==> config.mk <==
export PLATFORM = sky130hd
export DESIGN_NAME = csr_ex_wb_pipe
export DESIGN_NICKNAME = d
export VERILOG_FILES = /design/src/rtl/csr_ex_wb_pipe.sv
export SDC_FILE = /design/constraint.sdc
export NUM_CORES = 1
export LEC_CHECK = 0
export ABC_AREA = 0
export CAP_MARGIN = 30
export CORE_AREA = 5 5 105 107
export DETAILED_ROUTE_END_ITERATION = 8
export DIE_AREA = 0 0 110 112
export GPL_TIMING_DRIVEN = 0
export HOLD_SLACK_MARGIN = 0.15
export PLACE_DENSITY = 0.87
export SYNTH_ARGS = -nofsm -noshare
export SYNTH_HDL_FRONTEND = slang
export SYNTH_SLANG_ARGS = --single-unit
==> constraint.sdc <==
create_clock -name clk -period 2.9 [get_ports clk]
set_input_delay 0.58 -clock clk [delete_from_list [all_inputs] [get_ports clk]]
set_output_delay 0.58 -clock clk [all_outputs]
set_load 0.05 [all_outputs]
==> src/rtl/csr_ex_wb_pipe.sv <==
// csr_ex_wb_pipe: Zicsr EX->MEM->WB pipe driving the CSR file write port, with MEM/WB read bypass when CSR_FWD_EN is defined
module csr_ex_wb_pipe (
  input  logic        clk,
  input  logic        rst,
  input  logic        stall,
  input  logic        flush,
  input  logic [2:0]  csr_op_e,
  input  logic [11:0] csr_addr_e,
  input  logic [4:0]  rs1_field_e,
  input  logic [31:0] rs1_data_e,
  input  logic [31:0] csr_rdata,
  output logic [11:0] csr_raddr,
  output logic        csr_ren,
  output logic [31:0] csr_old_e,
  output logic        csr_hazard_e,
  output logic        csr_we_w,
  output logic [11:0] csr_waddr_w,
  output logic [31:0] csr_wdata_w
);
  logic        valid_e, we_e, m_hit, w_hit;
  logic        m_valid, m_we, w_valid, w_we;
  logic [11:0] m_addr, w_addr;
  logic [31:0] m_data, w_data, src_e, raw_e, new_e;
  always_comb begin
    valid_e = csr_op_e[1:0] != 2'b00;
    src_e = csr_op_e[2] ? {27'b0, rs1_field_e} : rs1_data_e;
    we_e = valid_e && (csr_op_e[1:0] == 2'b01 || rs1_field_e != 5'd0);
    m_hit = m_valid && m_we && m_addr[4:0] == csr_addr_e[4:0];
    w_hit = w_valid && w_we && w_addr[4:0] == csr_addr_e[4:0];
`ifdef CSR_FWD_EN
    raw_e = m_hit ? m_data : w_hit ? w_data : csr_rdata;
    csr_hazard_e = 1'b0;
`else
    raw_e = csr_rdata;
    csr_hazard_e = valid_e && (m_hit || w_hit);
`endif
    csr_old_e = valid_e ? raw_e : 32'd0;
    new_e = csr_op_e[1:0] == 2'b01 ? src_e :
            csr_op_e[1:0] == 2'b10 ? csr_old_e | src_e : csr_old_e & ~src_e;
    csr_raddr = csr_addr_e;
    csr_ren = valid_e;
    csr_we_w = w_valid && w_we;
    csr_waddr_w = w_addr;
    csr_wdata_w = w_data;
  end
  always_ff @(posedge clk) begin
    if (rst) begin
      m_valid <= 1'b0;
      m_we <= 1'b0;
      m_addr <= 12'd0;
      m_data <= 32'd0;
    end else if (flush) begin
      m_valid <= 1'b0;
      m_we <= 1'b0;
    end else if (!stall) begin
      m_valid <= valid_e;
      m_we <= we_e;
      m_addr <= csr_addr_e;
      m_data <= new_e;
    end
  end
  always_ff @(posedge clk) begin
    if (rst) begin
      w_valid <= 1'b0;
      w_we <= 1'b0;
      w_addr <= 12'd0;
      w_data <= 32'd0;
    end else if (!stall) begin
      w_valid <= m_valid;
      w_we <= m_we;
      w_addr <= m_addr;
      w_data <= m_data;
    end
  end
endmodule

==> qor.yml <==
num-nets-final: 795
cts.sinks: 92
clockRootBuffer: "clkbuf_8"
rows: 37
critical_path_required_ns: 2.32
syn_avg_cell_area_um2: 9.02
status: "finished clean"
gp_congestion: 0.793
grt_max_degree: 15
cts_max_level: 3
finalHoldViolCount: 0
synth_sequential_area_ratio_pct: 39.2
antenna_found_initial: 0
area_growth_pct: 44.1
final_common_cell: "clkdlybuf4s50_1"
yosysTopAreaCell: "dfxtp_1"
max_freq_mhz: 355
power.leakage_nw: 2.85
die_x_um: 110
grt_pass1_wl_mm: 22.1
start_util_pct: 46.8
worstSetupStartpointType: "input pin"
hold_class: "flop to flop"
synth-edff-count: 0
powerDensity_mw_per_mm2: 478
reg2reg_to: "m_we$_SDFFE_PP0N_"
drt-initial-drc-count: 190
critPathCapture: "csr_old_e[5]"
critPathMaxFanout: 10
dr_wl_met3_um: 954
antenna_left: 0
rsz0062_at_grt: "false"
synthArstFlopShare_pct: 0
core_mm2: 0.0100
drc: 0
ir_drop_v: 0.000295
critPathCaptureType: "primary output"
criticalPathCategory: "input pin to primary output"
yosys_most_used_dff: "dfxtp_1"
grt_pass1_vias: 4619
cts_tree: "yes"
r2r_slack_ns: 2.15
syn_inst: 521
wirelength_mm: 13.7
dr.max_layer_used: "met4"
worst_r2r_startpoint: "m_we$_SDFFE_PP0N_"
setup_violations: 0
clk_latency_ns: 0.34
wire_per_inst_um: 16.2
final_cell_mix: "141 x clkdlybuf4s50_1, 111 x nor2_1, 92 x dfxtp_1, 78 x mux2i_1, 32 x buf_2"
post-route-period-util_pct: 97.2
cts.clk_slew.worst_paths_ns: 0.08
vias: 4313
fin_crit_ns: 2.82
wl_met2_mm: 7.13
dp.cells: 832
yosysTopAreaCellShare_pct: 39.2
ys_types: 28
drive_gt1_share_pct: 18.0
cts_buffers: 9
instances_no_fill: 847
grtUsageTotal_pct: 22.5
wl_met1_mm: 5.33
grt_remaining_overflow: 0
num_antenna_cells: 0
final.setup_skew_ns: 0.00894
vias_per_cell: 5.09
die_area_mm2: 0.0123
ys_ff_latch: 92
crit_start: "csr_op_e[0]"
drtPass1Iterations: 4
cts_max_path_buffers: 2
drv_cap: 0
synthTopCellsByArea: "dfxtp_1 39%, mux2i_1 17%, nor2_1 8.9%"
reg2regPathDepth: 2
hpwl_mm: 10.9
slew_headroom_pct: 54.6
synthesis.nets: 609
worst_pin_slew_ns: 0.681
arrival_ns: 2.24
io_buffers: 175
synth_area_mm2: 0.00470
cts_setup_buffers: 0
synth_warnings: 0
die_h_um: 112
whs_ns: 0.459
hold_path.startpoint: "m_addr[8]$_SDFFE_PP0P_"
slew_violations: 0
ios: 179
## Yosys cell counts, types with 3 or more instances
library cell and n:
nor2_1 112, and2_1 6, mux2i_1 78, nor2b_2 5
dfxtp_1 92, nand2_1 24, clkbuf_1 11, buf_4 19
inv_1 28, nand4_1 3, a221oi_1 4, a21oi_1 13
nor3_2 9, a311oi_2 5, xnor2_1 11, buf_6 7
nor2b_1 23, nor3_1 25, buf_2 15, a221oi_2 23
## layer usage
metal | vias up | GRT usage [%]
met2 | 141 | 40.6
met3 | 23 | 5.22
met1 | 2038 | 25.2
li1 | 2111 | -
met5 | - | 0
met4 | 0 | 8.31
## layout make-up
cell class              count  area, um2
fillers                   838       3270
clock buffers              10        128
clock inverters             5        125
repair buffers            175       1640
plain buffers              53        349
inverters                  28        105
flip-flops and latches     92       1840
multi-input cells         348       2410
well taps                 136        170
## cell families after synthesis
group | count (synthesis) | share of synthesized area, %
simple gates | 212 | 21.3
flops | 92 | 39.2
buf+inv | 81 | 9.50
mux | 78 | 16.6
compound gates | 47 | 11.4
xor+xnor | 11 | 2.05
## worst min-delay path by stage
stage	end	slack, ns	cells after the start
floorplan	m_addr[10]$_SDFFE_PP0P_	0.44	2
global placement	m_addr[5]$_SDFFE_PP0P_	0.44	2
detailed placement	m_addr[8]$_SDFFE_PP0P_	0.45	2
CTS	m_addr[8]$_SDFFE_PP0P_	0.46	2
global route	m_addr[8]$_SDFFE_PP0P_	0.47	2
finish	m_addr[8]$_SDFFE_PP0P_	0.46	2
## repair_timing
| action | CTS | global route |
|---|---|---|
| hold buffers | 0 | 0 |
| resized for setup | 88 | 52 |
| pin swaps | 0 | 0 |
| endpoints found under the setup margin | 34 | 29 |
## state kept, by name, summed over array words and instances, names as in the netlist
| signal | count |
|---|---|
| csr_wdata_w | 32 |
| m_data | 32 |
| csr_waddr_w | 12 |
| m_addr | 12 |
| m_valid | 1 |
| m_we | 1 |
| w_valid | 1 |
| w_we | 1 |
## stage by stage
step	instance area (um2)	worst slack [ns]	power [mW]	util, %	TNS (ns)
CTS	6900	-0.146	3.27	68.7	-1.25
global route	6770	0.00335	3.37	67.4	0
floorplan	4700	0.187	1.90	-	0
global placement	6620	-0.534	2.20	65.9	-12.00
finish	6770	0.0809	3.24	67.4	0
detailed placement	6620	-0.548	2.22	65.9	-12.46
## critical path: stages
cell and delay (ns):
clkdlybuf4s50_1 0.50, buf_2 0.25, nor2_2 0.08, buf_4 0.19, nor2_1 0.10, dlygate4sd2_1 0.54
## report_power, final
group | internal (mW) | switching (mW)
combinational | 0.330 | 0.486
sequential | 1.32 | 0.0330
clock | 0.654 | 0.415
Power figures use the tool's default switching activity.
